<file path="src/rtl/apb_mem_arbiter_if.sv">
// Requester command/response and APB bus signals of the two-port APB memory arbiter.
// The arbiter uses the master view. The requesters and the memory slave use the slave view.
interface apb_mem_arbiter_if #(
  parameter int ADDR_W = 8,
  parameter int DATA_W = 32
);
  logic              req0_i, req1_i;
  logic              we0_i, we1_i;
  logic [ADDR_W-1:0] addr0_i, addr1_i;
  logic [DATA_W-1:0] wdata0_i, wdata1_i;
  logic              gnt0_o, gnt1_o;
  logic              done0_o, done1_o;
  logic [DATA_W-1:0] rdata0_o, rdata1_o;
  logic              err0_o, err1_o;
  logic              psel_o, penable_o, pwrite_o;
  logic [ADDR_W-1:0] paddr_o;
  logic [DATA_W-1:0] pwdata_o;
  logic [DATA_W-1:0] prdata_i;
  logic              pready_i, pslverr_i;

  modport master (
    input  req0_i, req1_i, we0_i, we1_i, addr0_i, addr1_i, wdata0_i, wdata1_i,
    output gnt0_o, gnt1_o, done0_o, done1_o, rdata0_o, rdata1_o, err0_o, err1_o,
    output psel_o, penable_o, pwrite_o, paddr_o, pwdata_o,
    input  prdata_i, pready_i, pslverr_i
  );

  modport slave (
    output req0_i, req1_i, we0_i, we1_i, addr0_i, addr1_i, wdata0_i, wdata1_i,
    input  gnt0_o, gnt1_o, done0_o, done1_o, rdata0_o, rdata1_o, err0_o, err1_o,
    input  psel_o, penable_o, pwrite_o, paddr_o, pwdata_o,
    output prdata_i, pready_i, pslverr_i
  );
endinterface

</file>
<file path="src/rtl/apb_mem_arbiter.sv">
// Two-requester round-robin APB master in front of a single APB memory slave.
// Each requester gets a gnt pulse on SETUP and a done/err/rdata response after ACCESS or a timeout.

module apb_mem_arbiter_port #(
  parameter int DATA_W = 32
) (
  input  logic              pclk_i,
  input  logic              prst_i,
  input  logic              cpl_i,
  input  logic              err_i,
  input  logic              load_i,
  input  logic [DATA_W-1:0] rdata_i,
  output logic              done_o,
  output logic              err_o,
  output logic [DATA_W-1:0] rdata_o
);
  logic              done_q, done_d, err_q, err_d;
  logic [DATA_W-1:0] rdata_q, rdata_d;

  // rdata holds between read completions; writes and timeouts leave it alone
  always_comb begin
    done_d  = cpl_i;
    err_d   = cpl_i & err_i;
    rdata_d = (cpl_i & load_i) ? rdata_i : rdata_q;
  end

  always_ff @(posedge pclk_i or posedge prst_i) begin
    if (prst_i) begin
      done_q  <= 1'b0;
      err_q   <= 1'b0;
      rdata_q <= '0;
    end else begin
      done_q  <= done_d;
      err_q   <= err_d;
      rdata_q <= rdata_d;
    end
  end

  assign done_o  = done_q;
  assign err_o   = err_q;
  assign rdata_o = rdata_q;
endmodule

module apb_mem_arbiter #(
  parameter int ADDR_W  = 8,
  parameter int DATA_W  = 32,
  parameter int TIMEOUT = 16
) (
  input  logic               pclk_i,
  input  logic               prst_i,
  apb_mem_arbiter_if.master  bus
);
  localparam int NP    = 2;
  localparam int CNT_W = (TIMEOUT < 2) ? 1 : $clog2(TIMEOUT);
  localparam logic [CNT_W-1:0] TO_LAST = CNT_W'((TIMEOUT == 0) ? 0 : TIMEOUT - 1);

  localparam logic [1:0] S_IDLE   = 2'd0;
  localparam logic [1:0] S_SETUP  = 2'd1;
  localparam logic [1:0] S_ACCESS = 2'd2;

  logic [NP-1:0]             req, we;
  logic [NP-1:0][ADDR_W-1:0] addr;
  logic [NP-1:0][DATA_W-1:0] wdata;

  assign req   = {bus.req1_i, bus.req0_i};
  assign we    = {bus.we1_i, bus.we0_i};
  assign addr  = {bus.addr1_i, bus.addr0_i};
  assign wdata = {bus.wdata1_i, bus.wdata0_i};

  logic [1:0]        state_q, state_d;
  logic              last_q, last_d;
  logic              win_q, win_d;
  logic [CNT_W-1:0]  cnt_q, cnt_d;
  logic              psel_q, psel_d, penable_q, penable_d, pwrite_q, pwrite_d;
  logic [ADDR_W-1:0] paddr_q, paddr_d;
  logic [DATA_W-1:0] pwdata_q, pwdata_d;
  logic [NP-1:0]     gnt_q, gnt_d;

  logic              pick, launch, finish;
  logic [NP-1:0]     cpl;
  logic              cpl_err, cpl_load;

  // On a tie the port that was not granted last wins
  assign pick = (req[0] & req[1]) ? ~last_q : req[1];

  always_comb begin
    state_d   = state_q;
    last_d    = last_q;
    win_d     = win_q;
    cnt_d     = cnt_q;
    psel_d    = psel_q;
    penable_d = penable_q;
    pwrite_d  = pwrite_q;
    paddr_d   = paddr_q;
    pwdata_d  = pwdata_q;
    gnt_d     = '0;
    cpl       = '0;
    cpl_err   = 1'b0;
    cpl_load  = 1'b0;
    launch    = 1'b0;
    finish    = 1'b0;

    case (state_q)
      S_IDLE: begin
        launch = |req;
      end
      S_SETUP: begin
        state_d   = S_ACCESS;
        penable_d = 1'b1;
      end
      S_ACCESS: begin
        if (bus.pready_i) begin
          cpl[win_q] = 1'b1;
          cpl_err    = bus.pslverr_i;
          cpl_load   = ~pwrite_q;
          finish     = 1'b1;
        end else if (TIMEOUT != 0 && cnt_q == TO_LAST) begin
          cpl[win_q] = 1'b1;
          cpl_err    = 1'b1;
          finish     = 1'b1;
        end else if (TIMEOUT != 0) begin
          cnt_d = cnt_q + 1'b1;
        end
        if (finish) begin
          cnt_d = '0;
          if (|req) begin
            launch = 1'b1;
          end else begin
            state_d   = S_IDLE;
            psel_d    = 1'b0;
            penable_d = 1'b0;
          end
        end
      end
      default: begin
        state_d   = S_IDLE;
        psel_d    = 1'b0;
        penable_d = 1'b0;
        cnt_d     = '0;
      end
    endcase

    // Launch straight into SETUP so back-to-back transfers skip IDLE
    if (launch) begin
      state_d     = S_SETUP;
      psel_d      = 1'b1;
      penable_d   = 1'b0;
      win_d       = pick;
      last_d      = pick;
      gnt_d[pick] = 1'b1;
      pwrite_d    = we[pick];
      paddr_d     = addr[pick];
      pwdata_d    = we[pick] ? wdata[pick] : '0;
    end
  end

  always_ff @(posedge pclk_i or posedge prst_i) begin
    if (prst_i) begin
      state_q   <= S_IDLE;
      last_q    <= 1'b1;
      win_q     <= 1'b0;
      cnt_q     <= '0;
      psel_q    <= 1'b0;
      penable_q <= 1'b0;
      pwrite_q  <= 1'b0;
      paddr_q   <= '0;
      pwdata_q  <= '0;
      gnt_q     <= '0;
    end else begin
      state_q   <= state_d;
      last_q    <= last_d;
      win_q     <= win_d;
      cnt_q     <= cnt_d;
      psel_q    <= psel_d;
      penable_q <= penable_d;
      pwrite_q  <= pwrite_d;
      paddr_q   <= paddr_d;
      pwdata_q  <= pwdata_d;
      gnt_q     <= gnt_d;
    end
  end

  logic [NP-1:0]             done_w, err_w;
  logic [NP-1:0][DATA_W-1:0] rdata_w;

  for (genvar p = 0; p < NP; p++) begin : g_port
    apb_mem_arbiter_port #(.DATA_W(DATA_W)) u_port (
      .pclk_i  (pclk_i),
      .prst_i  (prst_i),
      .cpl_i   (cpl[p]),
      .err_i   (cpl_err),
      .load_i  (cpl_load),
      .rdata_i (bus.prdata_i),
      .done_o  (done_w[p]),
      .err_o   (err_w[p]),
      .rdata_o (rdata_w[p])
    );
  end

  assign bus.gnt0_o    = gnt_q[0];
  assign bus.gnt1_o    = gnt_q[1];
  assign bus.done0_o   = done_w[0];
  assign bus.done1_o   = done_w[1];
  assign bus.err0_o    = err_w[0];
  assign bus.err1_o    = err_w[1];
  assign bus.rdata0_o  = rdata_w[0];
  assign bus.rdata1_o  = rdata_w[1];
  assign bus.psel_o    = psel_q;
  assign bus.penable_o = penable_q;
  assign bus.pwrite_o  = pwrite_q;
  assign bus.paddr_o   = paddr_q;
  assign bus.pwdata_o  = pwdata_q;
endmodule
</file>
<file path="src/flat_wrapper.sv">
// flat-port wrapper written by rule: the top's interface ports become plain ports
module apb_mem_arbiter_flat 
#(
  parameter int ADDR_W  = 8,
  parameter int DATA_W  = 32,
  parameter int TIMEOUT = 16
)
  (pclk_i, prst_i, bus_req0_i, bus_req1_i, bus_we0_i, bus_we1_i, bus_addr0_i, bus_addr1_i, bus_wdata0_i, bus_wdata1_i, bus_gnt0_o, bus_gnt1_o, bus_done0_o, bus_done1_o, bus_rdata0_o, bus_rdata1_o, bus_err0_o, bus_err1_o, bus_psel_o, bus_penable_o, bus_pwrite_o, bus_paddr_o, bus_pwdata_o, bus_prdata_i, bus_pready_i, bus_pslverr_i);
  apb_mem_arbiter_if #(.ADDR_W(ADDR_W), .DATA_W(DATA_W)) bus_i ();
  input  logic pclk_i;
  input  logic prst_i;
  input wire logic [$bits(bus_i.req0_i)-1:0] bus_req0_i;
  input wire logic [$bits(bus_i.req1_i)-1:0] bus_req1_i;
  input wire logic [$bits(bus_i.we0_i)-1:0] bus_we0_i;
  input wire logic [$bits(bus_i.we1_i)-1:0] bus_we1_i;
  input wire logic [$bits(bus_i.addr0_i)-1:0] bus_addr0_i;
  input wire logic [$bits(bus_i.addr1_i)-1:0] bus_addr1_i;
  input wire logic [$bits(bus_i.wdata0_i)-1:0] bus_wdata0_i;
  input wire logic [$bits(bus_i.wdata1_i)-1:0] bus_wdata1_i;
  output wire logic [$bits(bus_i.gnt0_o)-1:0] bus_gnt0_o;
  output wire logic [$bits(bus_i.gnt1_o)-1:0] bus_gnt1_o;
  output wire logic [$bits(bus_i.done0_o)-1:0] bus_done0_o;
  output wire logic [$bits(bus_i.done1_o)-1:0] bus_done1_o;
  output wire logic [$bits(bus_i.rdata0_o)-1:0] bus_rdata0_o;
  output wire logic [$bits(bus_i.rdata1_o)-1:0] bus_rdata1_o;
  output wire logic [$bits(bus_i.err0_o)-1:0] bus_err0_o;
  output wire logic [$bits(bus_i.err1_o)-1:0] bus_err1_o;
  output wire logic [$bits(bus_i.psel_o)-1:0] bus_psel_o;
  output wire logic [$bits(bus_i.penable_o)-1:0] bus_penable_o;
  output wire logic [$bits(bus_i.pwrite_o)-1:0] bus_pwrite_o;
  output wire logic [$bits(bus_i.paddr_o)-1:0] bus_paddr_o;
  output wire logic [$bits(bus_i.pwdata_o)-1:0] bus_pwdata_o;
  input wire logic [$bits(bus_i.prdata_i)-1:0] bus_prdata_i;
  input wire logic [$bits(bus_i.pready_i)-1:0] bus_pready_i;
  input wire logic [$bits(bus_i.pslverr_i)-1:0] bus_pslverr_i;
  assign bus_i.req0_i = bus_req0_i;
  assign bus_i.req1_i = bus_req1_i;
  assign bus_i.we0_i = bus_we0_i;
  assign bus_i.we1_i = bus_we1_i;
  assign bus_i.addr0_i = bus_addr0_i;
  assign bus_i.addr1_i = bus_addr1_i;
  assign bus_i.wdata0_i = bus_wdata0_i;
  assign bus_i.wdata1_i = bus_wdata1_i;
  assign bus_gnt0_o = bus_i.gnt0_o;
  assign bus_gnt1_o = bus_i.gnt1_o;
  assign bus_done0_o = bus_i.done0_o;
  assign bus_done1_o = bus_i.done1_o;
  assign bus_rdata0_o = bus_i.rdata0_o;
  assign bus_rdata1_o = bus_i.rdata1_o;
  assign bus_err0_o = bus_i.err0_o;
  assign bus_err1_o = bus_i.err1_o;
  assign bus_psel_o = bus_i.psel_o;
  assign bus_penable_o = bus_i.penable_o;
  assign bus_pwrite_o = bus_i.pwrite_o;
  assign bus_paddr_o = bus_i.paddr_o;
  assign bus_pwdata_o = bus_i.pwdata_o;
  assign bus_i.prdata_i = bus_prdata_i;
  assign bus_i.pready_i = bus_pready_i;
  assign bus_i.pslverr_i = bus_pslverr_i;
  apb_mem_arbiter #(.ADDR_W(ADDR_W), .DATA_W(DATA_W), .TIMEOUT(TIMEOUT)) u_core (.pclk_i(pclk_i), .prst_i(prst_i), .bus(bus_i));
endmodule
</file>
<file path="config.mk">
export PLATFORM = sky130hd
export DESIGN_NAME = apb_mem_arbiter_flat
export DESIGN_NICKNAME = d
export VERILOG_FILES = /design/src/rtl/apb_mem_arbiter_if.sv /design/src/rtl/apb_mem_arbiter.sv /design/src/flat_wrapper.sv
export SDC_FILE = /design/constraint.sdc
export NUM_CORES = 1
export LEC_CHECK = 0
export CAP_MARGIN = 5
export CORE_UTILIZATION = 40
export CTS_BUF_LIST = sky130_fd_sc_hd__clkbuf_16
export DETAILED_ROUTE_END_ITERATION = 8
export DONT_BUFFER_PORTS = 1
export SLEW_MARGIN = 30
export SYNTH_ARGS = -nofsm -noshare
export SYNTH_HDL_FRONTEND = slang
export SYNTH_HIERARCHICAL = 1
export SYNTH_SLANG_ARGS = --single-unit
</file>
<file path="constraint.sdc">
create_clock -name pclk_i -period 2.2 [get_ports pclk_i]
set_input_delay 0.33 -clock pclk_i [delete_from_list [all_inputs] [get_ports pclk_i]]
set_output_delay 0.33 -clock pclk_i [all_outputs]
set_load 0.1 [all_outputs]
</file>
Word level (Yosys, flattened, before mapping)
Index checks and enable logic that the tools add are counted.
{"block": "totals", "latch_bits": 0, "mem_count": 0, "input_bits": 120, "romBits": 0, "ram_bits": 0, "regBits": 121}
{"block": "op_classes", "n_eq_ne": 9, "n_bitwise": 8, "n_reduce_logical": 8, "addsub": 1, "n_div": 0, "n_lt_le_gt_ge": 4, "muxes": 40, "shift": 0, "n_mul": 0}
{"operator": "32-bit 2-to-1 mux", "count": 3}
{"operator": "1-bit 2-to-1 mux", "count": 18}
{"operator": "8-bit 2-to-1 mux", "count": 2}
{"operator": "2-bit 2-to-1 mux", "count": 7}
{"operator": "4-bit 2-to-1 mux", "count": 3}
{"operator": "3-bit AND reduction", "count": 3}
{"operator": "4-bit one-hot mux with 2 select lines", "count": 1}
{"operator": "3-bit by 2-bit inequality test with 1-bit output (second input constant)", "count": 2}
{"operator": "2-bit one-hot mux with 3 select lines", "count": 1}
{"operator": "1-bit AND", "count": 5}
{"operator": "4-bit by 1-bit adder with 4-bit output (second input constant)", "count": 1}
{"operator": "4-bit equality test (second input constant)", "count": 1}
{"operator": "1-bit by 2-bit < comparator with 1-bit output (second input constant)", "count": 2}
{"operator": "2-bit by 1-bit inequality test with 1-bit output (second input constant)", "count": 2}
{"operator": "1-bit one-hot mux with 2 select lines", "count": 2}
{"operator": "2-bit OR reduction", "count": 2}
{"operator": "3-bit by 1-bit inequality test with 1-bit output (second input constant)", "count": 1}
{"operator": "3-bit inequality test (second input constant)", "count": 1}
{"operator": "1-bit NOT", "count": 3}
{"operator": "1-bit one-hot mux with 3 select lines", "count": 1}
{"operator": "1-bit demux with 1-bit select", "count": 2}
{"operator": "2-bit by 1-bit equality test with 1-bit output (second input constant)", "count": 1}
{"operator": "2-bit equality test (second input constant)", "count": 1}
{"operator": "1-bit greater-or-equal comparator (second input constant)", "count": 2}
{"operator": "other kinds (2)", "count": 3}

Logic depth before layout (Yosys ltp)
{"block": "logic_depth", "word_depth": 8, "ltp_mapped": 6, "ltp_nobuf": 5}

Hierarchy
Netlist, hierarchy kept.
{"mod": "apb_mem_arbiter", "area_each_um2": 3009.1, "n_inst": 1, "cells_each": 253}
{"mod": "apb_mem_arbiter_port", "area_each_um2": 1406.3, "n_inst": 2, "cells_each": 72}

Worst setup path before layout
No wires, ideal clock.
{"block": "synth_timing", "path_type": "reg2reg", "from": "register u_core.state_q[1]", "to": "register u_core.g_port[0].u_port.rdata_q[0]", "setup_time_ps": 125, "period_less_slack_ps": 2620, "required_time_ps": 2075, "path_stages_with_launch": 7, "t_arrival_ps": 2495, "slack_ps": -420, "cell_sequence": "dfrtp_1 > clkbuf_1 > nand2_1 > nor3b_1 > nand2_4 > buf_12 > mux2_4"}
{"block": "synth_between", "elab_chain_len": 3}
{"element": "from (decl)", "line_no": "apb_mem_arbiter.sv:70", "rtl": "logic [1:0] state_q, state_d;"}
{"element": "from (signal assigned)", "line_no": "apb_mem_arbiter.sv:170", "rtl": "state_q <= state_d;"}
{"element": "2-bit equality test", "line_no": "apb_mem_arbiter.sv:103", "rtl": "case (state_q)"}
{"element": "1-bit 2-to-1 mux", "line_no": "apb_mem_arbiter.sv:103"}
{"element": "net u_core.cpl_load", "line_no": "apb_mem_arbiter.sv:81", "rtl": "logic cpl_err, cpl_load;"}
{"element": "1-bit AND", "line_no": "apb_mem_arbiter.sv:24", "rtl": "rdata_d = (cpl_i & load_i) ? rdata_i : rdata_q;"}
{"element": "to (signal assigned)", "line_no": "apb_mem_arbiter.sv:35", "rtl": "rdata_q <= rdata_d;"}
{"element": "to (decl)", "line_no": "apb_mem_arbiter.sv:18", "rtl": "logic [DATA_W-1:0] rdata_q, rdata_d;"}
The timed path passes the listed nets, and every way through them passes these cells.
A chain may end at the register's enable or synchronous reset.

Final worst setup path
{"block": "layout_timing", "from": "register u_core.cnt_q[0]", "to": "register u_core.g_port[0].u_port.rdata_q[4]"}
{"block": "layout_between", "elab_chain_len": 5}
{"element": "from (decl)", "line_no": "apb_mem_arbiter.sv:73", "rtl": "logic [CNT_W-1:0] cnt_q, cnt_d;"}
{"element": "from (signal assigned)", "line_no": "apb_mem_arbiter.sv:173", "rtl": "cnt_q <= cnt_d;"}
{"element": "4-bit equality test", "line_no": "apb_mem_arbiter.sv:117", "rtl": "end else if (TIMEOUT != 0 && cnt_q == TO_LAST) begin"}
{"element": "2-bit 2-to-1 mux", "line_no": "apb_mem_arbiter.sv:117"}
{"element": "2-bit 2-to-1 mux", "line_no": "apb_mem_arbiter.sv:112", "rtl": "if (bus.pready_i) begin"}
{"element": "2-bit 2-to-1 mux", "line_no": "apb_mem_arbiter.sv:103"}
{"element": "net u_core.cpl[0]", "line_no": "apb_mem_arbiter.sv:80", "rtl": "logic [NP-1:0] cpl;"}
{"element": "1-bit AND", "line_no": "apb_mem_arbiter.sv:24"}
The timed path passes the listed nets, and every way through them passes these cells.

==> run metrics <==
run status finished, final reports clean; grt total ovfl 0; Hold Buf Count CTS 1; crit path kind reg -> reg; crit path launch u_core/cnt_q[0]; async set-reset flop share out of synthesis 100.0%; Pre-antenna DRT Iters 4; synth cell count leaders dfrtp_1 (119), mux2_4 (105), nand2_1 (67), mux2i_1 (33), mux2_2 (11); highest clock rate ~0.48 GHz; register area approximately 3000 um^2; Multi-input gate area ~2500 um^2; ANT cells 0; unrepaired setup endpoints after global routing no; die width 122.6 um; vias post-DR approximately 3100; area grow syn2layout 12.25%; largest net degree at the start of global routing 46; number of synthesized register bits 120; first-pass GRT wire length 18.10 mm; Max Cap Violations 0; WL met2 roughly 5.5 mm; Routed WL 11.94 mm; Setup crit end kind flip-flop; reg-to-reg endpoint u_core/g_port[0].u_port/rdata_o[4]; H-Tree Depth 4; CTS tree yes; Final TNS setup 0 ns; top cells by area, synth dfrtp_1 (51%), mux2_4 (27%), mux2i_1 (5.7%); Tightest Hold Check Type in -> reg; die area approximately 15000 um^2; startpoint types flip-flop; Vias/cell 5.177; row count 43; Root Driver clkbuf_16; Longest Clk Path Bufs 2; crit path DAT 2.36 ns; post-DP HPWL 8.690 mm; cells after synthesis 397; crit path capture u_core/g_port[0].u_port/rdata_o[4]; R2R depth 6; Clock Sinks 120; synthesized cell area 5822 um^2; global placer's final weighted congestion roughly 0.76; initial drt markers between 80 and 90; register area share after synthesis 51.60%; Num CTS Buffers 17; Final Cycle Share approximately 94%; Yosys cell types 32; # port buffers 0; Tightest Pin Transition 0.9507 ns; # setup viols final 0; FF-to-FF setup slack 0.12 ns; Die Ht 122.6 um; initial antenna violation count 0; vias in the first global route 3304; postcts setup bufs 0; ys flop type dfrtp_1; worst reg2reg path startpoint u_core/cnt_q[0]; ANT nets after route 0; GRT Util Overall between 10% and 20%; metal3 WL 1.431 mm; Post-synth EDFFs 0; critical path required time 2.48 ns; highest metal used met4; # fillers 1209; syn_nets 518; share of cells above drive strength 1 42.02%; Worst-Skew Late Latency ~0.4 ns; Synth area leader dfrtp_1; post-detailed-route DRC marker count 0; Worst-path clk slew about 0.050 ns; count leader, synth dfrtp_1; post-CTS resize count 0; Total Nets Final 537; core area roughly 14000 um^2; min cycle time layout 2.075 ns; CP max FO 15; final hold violation count 0; met1 wire length between 4 and 5 mm; Placed Area 6011 um^2; Yosys Warn Count 6; Syn Area/Cell roughly 15 um^2; DR WL/cell 19.70 um; final setup margin 0.1249 ns; DP Worst Slack 0.1507 ns; max-slew violations 0; Layout Skew about 0.0065 ns; Slew HR 36.62%; Initial Utilization 41.46%; fin area 6535 um^2; top-area cell type share of the netlist area 51.15%; IO Count 233
cell usage in the layout, fill, tap and decap left out, types with 2 or more instances in the layout:
cell type and n:
nor2b_1 2, o21ai_0 4, mux2_4 105, nand2_1 67
and3_1 2, mux2_2 11, inv_1 4, nor2_1 4
clkbuf_16 17, clkinv_1 2, buf_12 4, nand2_4 2
mux2i_1 33, nor3_1 2, dfrtp_1 118, clkinv_2 7
and2_2 2, buf_4 19
flip-flops by register name, summed over array words and instances, names as in the netlist:
| signal | flops |
|---|---|
| u_core/state_q | 2 |
| u_core/cnt_q | 4 |
| u_core/g_port.u_port/done_o | 2 |
| u_core/win_q | 1 |
| u_core/bus.pwdata_o | 32 |
| u_core/gnt_q | 2 |
| u_core/g_port.u_port/rdata_o | 64 |
| u_core/bus.psel_o | 1 |
| u_core/g_port.u_port/err_o | 2 |
| u_core/bus.pwrite_o | 1 |
| u_core/bus.paddr_o | 8 |
| u_core/last_q | 1 |
metrics by stage:
stage / util, % / hold slack [ns] / std cells
finish: 46.54 / 0.07125 / 606
global route: 46.54 / 0.04367 / 606
CTS: 46.54 / 0.04897 / 606
detailed placement: 42.81 / 0.3029 / 576
global placement: 42.81 / 0.3021 / 576
floorplan: - / 0.4710 / 397
worst max-delay path, cell delays in order, from the launching register on:
cell and delay (ns):
dfrtp_1 0.38, ha_1 0.29, a31oi_4 0.16, nor3_1 0.44
nand2_4 0.16, buf_12 0.20, mux2_4 0.30
worst min-delay path by stage:
| stage | cells after the start | startpoint | endpoint | slack [ns] |
|---|---|---|---|---|
| floorplan | 1 | prst_i | u_core/g_port[0].u_port/done_o | 0.47 |
| global placement | 1 | prst_i | u_core/cnt_q[2] | 0.30 |
| detailed placement | 1 | prst_i | u_core/cnt_q[2] | 0.30 |
| CTS | 1 | bus_prdata_i[21] | u_core/g_port[0].u_port/rdata_o[21] | 0.05 |
| global route | 1 | bus_prdata_i[19] | u_core/g_port[0].u_port/rdata_o[19] | 0.04 |
| finish | 1 | bus_prdata_i[14] | u_core/g_port[1].u_port/rdata_o[14] | 0.07 |
cell families (layout without fill, tap and decap cells):
| family | after synthesis | after routing | synth area share [%] |
|---|---|---|---|
| compound gates | 13 | 13 | 1.999 |
| fa+ha+maj | 1 | 1 | 0.2149 |
| buf+inv | 30 | 59 | 5.158 |
| flops | 120 | 120 | 51.60 |
| mux | 149 | 149 | 34.88 |
| simple gates | 84 | 84 | 6.146 |
layer usage:
| layer | global-route usage [%] | vias up |
|---|---|---|
| li1 | - | 1396 |
| met1 | 18.87 | 1528 |
| met2 | 25.53 | 199 |
| met3 | 7.063 | 14 |
| met4 | 7.546 | 0 |
| met5 | 0 | - |
final cells by class:
type                       instances  area share (%)
clock buffer                      17           6.510
sequential                       120           45.99
multi-input combinational        247           38.60
tap                              180           3.446
inverter                           6          0.5361
timing repair buffer              24           3.561
clock inverter                    12           1.359
Power is left out: the tool's default activity adds up to more than one toggle a clock period on the data nets, which glitch-free logic cannot reach.
==> patch (same settings) <==
Take the reset off `paddr_q` and `pwdata_q` and load them in a clocked block of their own.
--- a/src/rtl/apb_mem_arbiter.sv
+++ b/src/rtl/apb_mem_arbiter.sv
@@ -163,8 +163,6 @@
       psel_q    <= 1'b0;
       penable_q <= 1'b0;
       pwrite_q  <= 1'b0;
-      paddr_q   <= '0;
-      pwdata_q  <= '0;
       gnt_q     <= '0;
     end else begin
       state_q   <= state_d;
@@ -174,10 +172,13 @@
       psel_q    <= psel_d;
       penable_q <= penable_d;
       pwrite_q  <= pwrite_d;
-      paddr_q   <= paddr_d;
-      pwdata_q  <= pwdata_d;
       gnt_q     <= gnt_d;
     end
+  end
+
+  always_ff @(posedge pclk_i) begin
+    paddr_q  <= paddr_d;
+    pwdata_q <= pwdata_d;
   end
 
   logic [NP-1:0]             done_w, err_w;
Function: changed (a bounded check fails within 4 cycles, from zero or initial values and one cycle with prst_i high).
==> patch against the unedited design <==
- cell area is 3.6% lower
- sequential share of layout area up 5.0 points
- sequential cell count is the same
- clock skew up 0.0051 ns
- setup slack got worse by 0.013 ns
- wire length is 5.2% lower
- area after synthesis down 11%
Power is not shown: default switching activity piles up to over one toggle a cycle in this logic, so the estimate is an artifact.
==> patch: results (changes against the unedited design) <==
| Metric | Value |
|---|---|
| Status | finished clean (unchanged) |
| Adder-cell area share of the yosys netlist | 0.240% (was 0.215%) |
| Asr flop ratio synth | 66.7% (was 100%) |
| Critical path fanouts, max | 18 (was 15) |
| Via count | 3111 (was 3137) |
| Final GP Congestion | 0.811 (was 0.763) |
| R2R setup slack | 0.11 ns |
| DR WL/cell | 18.4 um (was 19.7 um) |
| Post-synth EDFFs | 40 (was 0) |
| Clock tree buffer depth | 2 (unchanged) |
| Dpl hpwl | 8.02 mm (was 8.69 mm) |
| Post-synth top cells | 90 x nand2_1, 79 x dfrtp_1, 60 x mux2_4, 40 x edfxtp_1, 32 x a21oi_1 (was 119 x dfrtp_1, 105 x mux2_4, 67 x nand2_1, 33 x mux2i_1, 11 x mux2_2) |
| First-pass GRT wire length | 16.4 mm (was 18.1 mm) |
| Worst-skew pair later-pin latency | 0.41 ns |
| Mux cell area share after synthesis | 19.4% (was 34.9%) |
| Inserted Clock Buffers | 17 (unchanged) |
| Global-route usage over all layers | 16.5% (was 16.2%) |
| Fillers | 1110 (was 1209) |
| Vias in the first global route | 3189 (was 3304) |
| Initial DRC Count | 134 (was 86) |
| Top post-synthesis cells by area | dfrtp_1 38%, edfxtp_1 23%, mux2_4 17% (was dfrtp_1 51%, mux2_4 27%, mux2i_1 5.7%) |
| Nets@finish | 551 (was 537) |
| Distinct cells, synth | 35 (was 32) |
| Slew Limit Headroom | 37.6% (was 36.6%) |
| RR Endpoint | u_core/g_port[1].u_port/rdata_o[25] (was u_core/g_port[0].u_port/rdata_o[4]) |
| Post-Syn Nets | 491 (was 518) |
| Min-Delay Endpoint | u_core/g_port[0].u_port/rdata_o[28] (was u_core/g_port[1].u_port/rdata_o[14]) |
| H-Tree Depth | 4 (unchanged) |
| Min-Delay Path Depth | 1 (unchanged) |
| Compound-cell area share of the yosys netlist | 5.62% (was 2.00%) |
| Share of the yosys chip area belonging to registers | 61.5% (was 51.6%) |
| Largest net degree at the start of global routing | 47 (was 46) |
| Layout cells sized above 1 | 37.9% (was 42.0%) |
| Critical hold path startpoint | bus_prdata_i[28] (was bus_prdata_i[14]) |
| Post-CTS setup buffer count | 0 (unchanged) |
| Post-Synth XOR/XNOR Area | 0% (unchanged) |
| Worst Path Arrival | 2.38 ns (was 2.36 ns) |
[patch: layout make-up]
cell class	instances	area, sq um	area share [%]
flip-flops and latches	120	3210	50.9
clock buffers	18	450	7.15
multi-input cells	225	1790	28.4
repair buffers	60	490	7.79
inverters	6	22.5	0.358
clock inverters	14	120	1.91
well taps	172	215	3.42
[patch: how the worst max path moves through the flow]
stage	from	to	slack (ns)	depth (start not counted)
2_1_floorplan	u_core/state_q[1]	u_core/win_q	0.01	3
3_3_place_gp	u_core/cnt_q[0]	u_core/g_port[0].u_port/rdata_o[25]	0.17	6
3_5_place_dp	u_core/cnt_q[0]	u_core/g_port[0].u_port/rdata_o[26]	0.08	6
4_1_cts	u_core/cnt_q[0]	u_core/g_port[0].u_port/rdata_o[9]	0.07	6
5_1_grt	u_core/cnt_q[0]	u_core/g_port[1].u_port/rdata_o[25]	0.05	6
6_report	u_core/cnt_q[0]	u_core/g_port[1].u_port/rdata_o[25]	0.11	6
[patch: through the flow]
step / cells / area, sq um / worst slack (ns) / utilization [%] / hold slack, ns
finish: 615 / 6300 / 0.112 / 49.7 / 0.0641
global route: 615 / 6300 / 0.0495 / 49.7 / 0.0440
CTS: 615 / 6290 / 0.0725 / 49.7 / 0.0460
detailed placement: 582 / 5710 / 0.0779 / 45.1 / 0.201
global placement: 582 / 5710 / 0.169 / 45.1 / 0.199
floorplan: 370 / 5210 / 0.0128 / - / 0.194
[patch: cell families after synthesis]
| family | Yosys count |
|---|---|
| adder cells (fa/ha/maj) | 1 |
| AO/OA/AOI/OAI | 46 |
| buffers and inverters | 25 |
| AND/OR/NAND/NOR | 109 |
| flip-flops | 120 |
| multiplexers | 69 |
[patch: worst max-delay path: stages, from the launching register on]
cell and delay [ns]:
dfrtp_1 0.40, ha_1 0.28, a31o_2 0.28, and3_1 0.22
nand2_4 0.21, buf_12 0.23, mux2_4 0.33
[patch: layer usage]
layer	track usage [%]	routed length [um]	vias up	share of wire (%)
li1	-	-	1405	-
met1	17.5	4280	1490	38
met2	27.9	5510	204	49
met3	7.68	1360	12	12
met4	7.95	168	0	1.5
met5	0	0	-	0
[patch: repair_timing]
item	4_1_cts	5_1_grt
setup endpoints to repair	0	22
hold buffers	1	0
resized for setup	0	1
endpoints found under the hold margin	53	0
